--- src/rtl/pong_text_pkg.sv ---
// Shared glyph geometry, character codes and colours for the text banner
// and the character/font ROMs that sit beside it.
package pong_text_pkg;

    localparam int GLYPH_W     = 8;
    localparam int GLYPH_H     = 16;
    localparam int BANNER_COLS = 16;

    localparam logic [6:0] CHAR_BLANK = 7'h20;

    // Character-ROM cell that is always blank; driven whenever the pixel is off-banner.
    localparam logic [7:0] BLANK_CELL_XY = 8'h04;

    localparam logic [11:0] COLOR_BLACK = 12'h000;
    localparam logic [11:0] COLOR_BLUE  = 12'h00F;

    typedef struct packed {
        logic in_box;
        logic video_on;
        logic hsync;
        logic vsync;
    } pix_ctl_t;

endpackage

--- src/rtl/text_blink_ctrl.sv ---
// Per-frame blink generator: counts frame ticks and toggles blink_phase_o
// every BLINK_FRAMES frames; blinking off keeps the text visible.
module text_blink_ctrl #(
    parameter int BLINK_FRAMES = 30
) (
    input  logic clk_i,
    input  logic reset_i,
    input  logic frame_tick_i,
    input  logic blink_en_i,
    output logic blink_phase_o
);

    localparam int CNT_W = (BLINK_FRAMES > 1) ? $clog2(BLINK_FRAMES) : 1;
    localparam logic [CNT_W-1:0] LAST_CNT = CNT_W'((BLINK_FRAMES > 0) ? BLINK_FRAMES - 1 : 0);

    logic [CNT_W-1:0] cnt_d, cnt_q;
    logic             phase_d, phase_q;

    always_comb begin
        cnt_d   = cnt_q;
        phase_d = phase_q;
        if (!blink_en_i || (BLINK_FRAMES == 0)) begin
            cnt_d   = '0;
            phase_d = 1'b1;
        end else if (frame_tick_i) begin
            if (cnt_q == LAST_CNT) begin
                cnt_d   = '0;
                phase_d = ~phase_q;
            end else begin
                cnt_d = cnt_q + 1'b1;
            end
        end
    end

    always_ff @(posedge clk_i) begin
        if (reset_i) begin
            cnt_q   <= '0;
            phase_q <= 1'b1;
        end else begin
            cnt_q   <= cnt_d;
            phase_q <= phase_d;
        end
    end

    assign blink_phase_o = phase_q;

endmodule

--- src/rtl/text_banner_pixel_gen.sv ---
// Three-stage pixel pipeline: banner hit test, char/font ROM addressing and
// font-bit extraction, with sync and video_on delayed to stay aligned.
module text_banner_pixel_gen
    import pong_text_pkg::*;
#(
    parameter logic [9:0]  ORIGIN_X     = 10'd256,
    parameter logic [9:0]  ORIGIN_Y     = 10'd16,
    parameter int          ROWS         = 1,
    parameter logic [11:0] TEXT_RGB     = COLOR_BLUE,
    parameter int          BLINK_FRAMES = 30
) (
    input  logic        clk,
    input  logic        reset,
    input  logic [9:0]  pixel_x,
    input  logic [9:0]  pixel_y,
    input  logic        video_on,
    input  logic        hsync_in,
    input  logic        vsync_in,
    input  logic        frame_tick,
    input  logic        blink_en,
    output logic [7:0]  char_xy,
    input  logic [6:0]  char_code,
    output logic [10:0] font_addr,
    input  logic [7:0]  font_word,
    output logic        text_on,
    output logic [11:0] text_rgb,
    output logic        video_on_o,
    output logic        hsync_o,
    output logic        vsync_o
);

    // End bounds are 11 bits so an origin near 1023 cannot wrap the compare.
    localparam logic [10:0] X_END = 11'(ORIGIN_X) + 11'(BANNER_COLS * GLYPH_W);
    localparam logic [10:0] Y_END = 11'(ORIGIN_Y) + 11'(GLYPH_H * ROWS);

    pix_ctl_t    ctl_s1_d, ctl_s1_q, ctl_s2_q;
    logic [6:0]  dx_s1_d, dx_s1_q;
    logic [7:0]  dy_s1_d, dy_s1_q;
    logic [2:0]  bit_col_s2_q;
    logic        text_on_d, text_on_q;
    logic [11:0] text_rgb_q;
    logic        video_on_q, hsync_q, vsync_q;
    logic        blink_phase;
    logic        visible;

    text_blink_ctrl #(
        .BLINK_FRAMES (BLINK_FRAMES)
    ) u_blink (
        .clk_i         (clk),
        .reset_i       (reset),
        .frame_tick_i  (frame_tick),
        .blink_en_i    (blink_en),
        .blink_phase_o (blink_phase)
    );

    always_comb begin
        dx_s1_d           = 7'(pixel_x - ORIGIN_X);
        dy_s1_d           = 8'(pixel_y - ORIGIN_Y);
        ctl_s1_d.in_box   = (pixel_x >= ORIGIN_X) && ({1'b0, pixel_x} < X_END) &&
                            (pixel_y >= ORIGIN_Y) && ({1'b0, pixel_y} < Y_END) &&
                            video_on;
        ctl_s1_d.video_on = video_on;
        ctl_s1_d.hsync    = hsync_in;
        ctl_s1_d.vsync    = vsync_in;
    end

    assign char_xy   = ctl_s1_q.in_box ? {dy_s1_q[7:4], dx_s1_q[6:3]} : BLANK_CELL_XY;
    assign font_addr = {char_code, dy_s1_q[3:0]};

    // Bit 7 of the font word is the leftmost pixel of the glyph.
    always_comb begin
        visible   = blink_phase || !blink_en || (BLINK_FRAMES == 0);
        text_on_d = ctl_s2_q.in_box && font_word[~bit_col_s2_q] && visible;
    end

    always_ff @(posedge clk) begin
        if (reset) begin
            ctl_s1_q     <= '0;
            dx_s1_q      <= '0;
            dy_s1_q      <= '0;
            ctl_s2_q     <= '0;
            bit_col_s2_q <= '0;
            text_on_q    <= 1'b0;
            text_rgb_q   <= COLOR_BLACK;
            video_on_q   <= 1'b0;
            hsync_q      <= 1'b0;
            vsync_q      <= 1'b0;
        end else begin
            ctl_s1_q     <= ctl_s1_d;
            dx_s1_q      <= dx_s1_d;
            dy_s1_q      <= dy_s1_d;
            ctl_s2_q     <= ctl_s1_q;
            bit_col_s2_q <= dx_s1_q[2:0];
            text_on_q    <= text_on_d;
            text_rgb_q   <= text_on_d ? TEXT_RGB : COLOR_BLACK;
            video_on_q   <= ctl_s2_q.video_on;
            hsync_q      <= ctl_s2_q.hsync;
            vsync_q      <= ctl_s2_q.vsync;
        end
    end

    assign text_on    = text_on_q;
    assign text_rgb   = text_rgb_q;
    assign video_on_o = video_on_q;
    assign hsync_o    = hsync_q;
    assign vsync_o    = vsync_q;

endmodule

--- config.mk ---
export PLATFORM = sky130hd
export DESIGN_NAME = text_banner_pixel_gen
export DESIGN_NICKNAME = d
export VERILOG_FILES = /design/src/rtl/pong_text_pkg.sv /design/src/rtl/text_blink_ctrl.sv /design/src/rtl/text_banner_pixel_gen.sv
export SDC_FILE = /design/constraint.sdc
export NUM_CORES = 1
export LEC_CHECK = 0
export ABC_AREA = 1
export ABC_CLOCK_PERIOD_IN_PS = 1320
export BUFFER_PORTS_ARGS = -buffer_cell sky130_fd_sc_hd__clkbuf_2
export CORE_MARGIN = 4
export CORE_UTILIZATION = 45
export DETAILED_ROUTE_END_ITERATION = 7
export PLACE_DENSITY = 0.86
export SYNTH_ARGS = -nofsm -noshare
export SYNTH_HDL_FRONTEND = slang
export SYNTH_SLANG_ARGS = --single-unit
--- constraint.sdc ---
create_clock -name clk -period 1.32 [get_ports clk]
set_clock_uncertainty 0.05 [all_clocks]
set_input_delay 0.066 -clock clk [delete_from_list [all_inputs] [get_ports clk]]
set_output_delay 0.066 -clock clk [all_outputs]
set_load 0.02 [all_outputs]
; Word level (Yosys, flattened, before mapping)
; Cells that the tools add are included.
[totals]
register_bits = 48
out_inout_bits = 35
elab_cells = 45
[op_classes]
add_sub_neg = 3
magnitude_cmp = 5
eq_ne = 1
n_mux = 5
n_bitwise = 3
n_reduce_logical = 10
[op_table]
columns = cell, count
row1 = $ge 10x5->1 const B, 1
row2 = $ge 10x9->1 const B, 1
row3 = $lt 10x6->1 const B, 1
row4 = $lt 10x9->1 const B, 1
row5 = $mux 8, 1
row6 = $sub 8x5->8 const B, 1
row7 = $sub 7x1->7 const B, 1
row8 = $logic_and 1x1->1, 6
row9 = $add 5x1->5 const B, 1
row10 = $eq 5x5->1 const B, 1
row11 = $mux 5, 1
row12 = $lt 3x4->1 const B, 1
row13 = $mux 4, 1
row14 = $bmux 1 s3, 1
row15 = $not 3->3, 1
row16 = $not 1->1, 2
row17 = $reduce_and 2->1, 1
row18 = $reduce_or 2->1, 1
row19 = $logic_not 1->1, 1
row20 = $logic_or 1x1->1, 1
row21 = $mux 1, 1

; Depth between registers and ports, before layout
[logic_depth]
word_depth = 6
depth_mapped = 7

; Cells and area by module
; From an unflattened synthesis, not the netlist that was laid out.
[unflattened]
hier_cells = 218
area_unflattened_um2 = 1592.8
[modules_own_cells]
columns = module, instances, cells_each, area_per_inst_um2, seq_area_each_um2
row1 = text_banner_pixel_gen, 1, 173, 1281.2, 600.6
row2 = text_blink_ctrl, 1, 45, 311.5, 120.1

; Worst setup path after synthesis
; No wires, ideal clock.
[synth_timing]
kind = register -> register
startpoint = reg u_blink.cnt_q[0]
endpoint = reg u_blink.cnt_q[4]
setup_ns = 0.117
arrival_ns = 0.849
setup_slack_ns = 0.304
stages_incl_launch_ff = 6
path_buffers = 0
cell_sequence = dfxtp_1 -> ha_1 -> nand2_1 -> nor2_1 -> xor2_1 -> nor2_1
[synth_via]
elab_chain_cells = 2
word_cells_on_any_way = 3
cone_classes = add/sub: 1 / eq/ne: 1 / mux: 1
[synth_lines]
columns = element, line_no
row1 = from (decl), text_blink_ctrl.sv:16  ; logic [CNT_W-1:0] cnt_d, cnt_q;
row2 = from (signal assigned), text_blink_ctrl.sv:40  ; cnt_q <= cnt_d;
row3 = $add 5x1->5 / $eq 5x5->1 (equally long branches), "text_blink_ctrl.sv:30, text_blink_ctrl.sv:26"
row4 = $mux 5 (*), text_blink_ctrl.sv:26  ; if (cnt_q == LAST_CNT) begin
; Every way passes the cells marked *; elsewhere a longest branch is shown, timed or not.
; A chain may end at the register's enable or synchronous reset.

; Worst setup path in the final report
[layout_timing]
startpoint = reg ctl_s1_q[3] (netlist name)
endpoint = out char_xy[2]
[layout_via]
elab_chain_cells = 1
[layout_lines]
columns = element, line_no
row1 = from (decl), text_banner_pixel_gen.sv:36  ; pix_ctl_t ctl_s1_d, ctl_s1_q, ctl_s2_q;
row2 = from (signal assigned), text_banner_pixel_gen.sv:89  ; ctl_s1_q <= ctl_s1_d;
row3 = $mux 8, text_banner_pixel_gen.sv:67  ; assign char_xy = ctl_s1_q.in_box ? {dy_s1_q[7:4], dx_s1_q[6:3]} : BLANK_CELL_XY;
row4 = to (decl), text_banner_pixel_gen.sv:21  ; output logic [7:0] char_xy,
; Every way passes these cells.

==> summary.md <==
| Metric | Value |
|---|---|
| GR Util All Layers | `15.71%` |
| Wirelength per Cell | `9.380 um` |
| Critical path startpoint category | `flop` |
| Sequential cell area | `724.4 um2` |
| Final std cells w/o fill | `324` |
| DR vias | `1,339` |
| CTS Buf Count | `5` |
| Worst EP arrival | `1.11 ns` |
| Die height | `66.67 um` |
| Max incr delay on CP | `0.37 ns` |
| Number of flops mapped to enable cells by yosys | `0` |
| Top flip-flop cell by instance count after synthesis | `dfxtp_1` |
| Hold Path Depth | `4` |
| Syn Area/Cell | `7.376 um2` |
| Ys Warns | `0` |
| FILL cells | `313` |
| Fmax | `815.7 MHz` |
| Synth Area in XOR/XNOR | `1.696%` |
| Layout area overhead | `30.61%` |
| Crit end category | `primary output` |
| Die area | `4445 um2` |
| WS Path Type | `reg2out` |
| Design area | `2023 um2` |
| Clock latency on the worst-skew pair | `0.33 ns` |
| Critical Path RT | `1.20 ns` |
| Sequential fraction of the synthesis area | `46.53%` |
| CTS root buf | `clkbuf_4` |
| Pre-CTS setup slack | `0.2005 ns` |
| Final setup TNS | `0 ns` |
| Vias/cell | `4.133` |
| Simple-gate share of the synthesized area | `21.89%` |
| Post-DP Area | `1718 um2` |
| Total gr overflow | `0` |
| RSZ-0062 raised after global routing | `false` |
| Max_cap viols | `0` |
| Clock Pin Slew Worst Setup and Hold Paths | `0.10 ns` |
| Final wirelength | `3039 um` |
| Most frequent cells after synthesis | `inv_1, nor2_1, dfxtp_1` |
| Pin count of the biggest net entering global routing | `18` |
| Cells after synthesis | `210` |
| Initial core utilization | `46.42%` |
| Row count | `21` |
| Placed Cells | `291` |
| Multi-input gate area | `478.0 um2` |
| Fin util | `60.63%` |
| Initial DRC count | `25` |
| #FFs+latches synth | `36` |
| Setup violations, final | `0` |
| Critical Path Fanout Max | `4` |
| Yosys cell types | `18` |
| Final hold vios | `0` |
| H-Tree Depth | `2` |
| Die Width | `66.67 um` |
| Global-route wire length before repair | `5147 um` |
| FFs w/ async S/R, synth | `0%` |
| Placer Congestion | `0.7246` |
| Final worst-path cycle share | `92.88%` |
| Final HPWL DP | `2139 um` |
| Combinational family with the most area after synthesis | `buffers and inverters` |
| PwrDens | `943.2 nW/um2` |
| Leading area contributor after synthesis | `dfxtp_1` |
| Clock Sinks | `36` |
| Mux share of post-synthesis cell area | `0%` |
| Layout cells sized above 1 | `23.38%` |
| Mapped Area | `1549 um2` |
| CTS tree | `built` |
| CORE AREA | `3337 um2` |
| Post-route ant nets | `0` |
| PnR worst setup slack | `0.09404 ns` |
| CTS max path bufs | `2` |
| Number of global-route vias before repair | `1,276` |
| Number of I/O pins | `77` |
| Top-area cell type share of the netlist area | `46.53%` |
| Fin crit period | `1.226 ns` |
| Compound-Gate Fraction of Synth Area | `2.100%` |
| Max Slew Vio Count | `0` |
| Adder-cell share of the synthesized area | `3.231%` |
| Run status | `completed` |
| CP cell instances | `inv_1, or2_1, clkbuf_2` |
| DR pass1 iterations | `4` |
| Residual DRC | `0` |
| Top-count cell post-synth | `inv_1` |
| Number of port buffers | `54` |
| FF-to-FF path depth | `5` |
| Synth area leaders | `dfxtp_1, inv_1, buf_4` |
| Diodes inserted | `0` |
| Min-Delay Path Class | `in2reg` |
| P_leak | `1.139 nW` |
| Worst vdd rail ir drop | `0.5114 mV` |
| Initial antenna violation count | `0` |
| Slowest-stage cell, CP | `dfxtp_4` |
| Nets | `324` |
## stage by stage
stage | power (mW) | hold WS, ns
after floorplan | 1.338 | 0.08838
after global placement | 1.354 | 0.08214
after detailed placement | 1.360 | 0.08214
after CTS | 1.935 | 0.004956
after global routing | 2.021 | 0.03725
final | 1.908 | 0.02405
## worst max-delay path, delay by kind of cell, from the launching register on
family                 cells  cell delay [ns]
buffers and inverters      2             0.21
flip-flops                 1             0.37
AND/OR/NAND/NOR            1             0.21
## path summary, 6_finish.rpt
check                         from          endpoint  slack [ns]
hold / removal          pixel_y[5]        dy_s1_q[7]        0.02
hold reg to reg        ctl_s1_q[2]       ctl_s2_q[2]        0.36
setup / recovery       ctl_s1_q[3]        char_xy[2]        0.09
setup reg to reg  u_blink.cnt_q[1]  u_blink.cnt_q[0]        0.17
## cell families after synthesis
family                   count (synthesis)
other                                    1
AO/OA/AOI/OAI                            6
adder cells (fa/ha/maj)                  4
XOR/XNOR                                 3
buffers and inverters                   76
AND/OR/NAND/NOR                         84
flip-flops                              36
## cell usage in the layout (no fill, tap or decap), types with 4 or more instances in the layout
cell and count:
clkbuf_4 5, clkbuf_2 54, ha_1 4, nor2_1 38, dlygate4sd3_1 24, nand2_1 31, inv_1 49, conb_1 8
nand3_1 8, dfxtp_1 35
## registers in the layout, summed over array words and instances, names as in the netlist
signal	cells
u_blink.cnt_q	5
bit_col_s2_q	3
hsync_o	1
text_rgb	1
dx_s1_q	7
video_on_o	1
vsync_o	1
u_blink.blink_phase_o	1
ctl_s2_q	4
ctl_s1_q	4
dy_s1_q	8
## area by class of cell
cell class                      instances  area share (%)
Inverter                               49           9.091
Multi-Input combinational cell        105           23.62
Tap cell                               46           2.845
Clock buffer                            6           2.041
Timing Repair Buffer                   81           26.35
Clock inverter                          1          0.2474
Sequential cell                        36           35.81
## power by group
part	internal [mW]	switching [mW]	total, mW
Sequential	1.13	0.0140	1.14
Combinational	0.123	0.126	0.249
Clock	0.196	0.323	0.519
## metal layers
metal / part of all wire [%] / GRT usage [%] / up-vias
met5: 0 / 0 / -
met4: 2.8 / 10.41 / 0
met3: 7.7 / 4.047 / 10
met2: 54 / 30.07 / 52
met1: 35 / 14.20 / 570
li1: - / - / 707
## timing repair
item | 4_1_cts | 5_1_grt
hold endpoints to repair | 20 | 0
hold buffers | 24 | 0
buffers inserted | 0 | 2
gates resized for setup | 1 | 1
setup endpoints to repair | 1 | 1
Power figures use the tool's default switching activity.
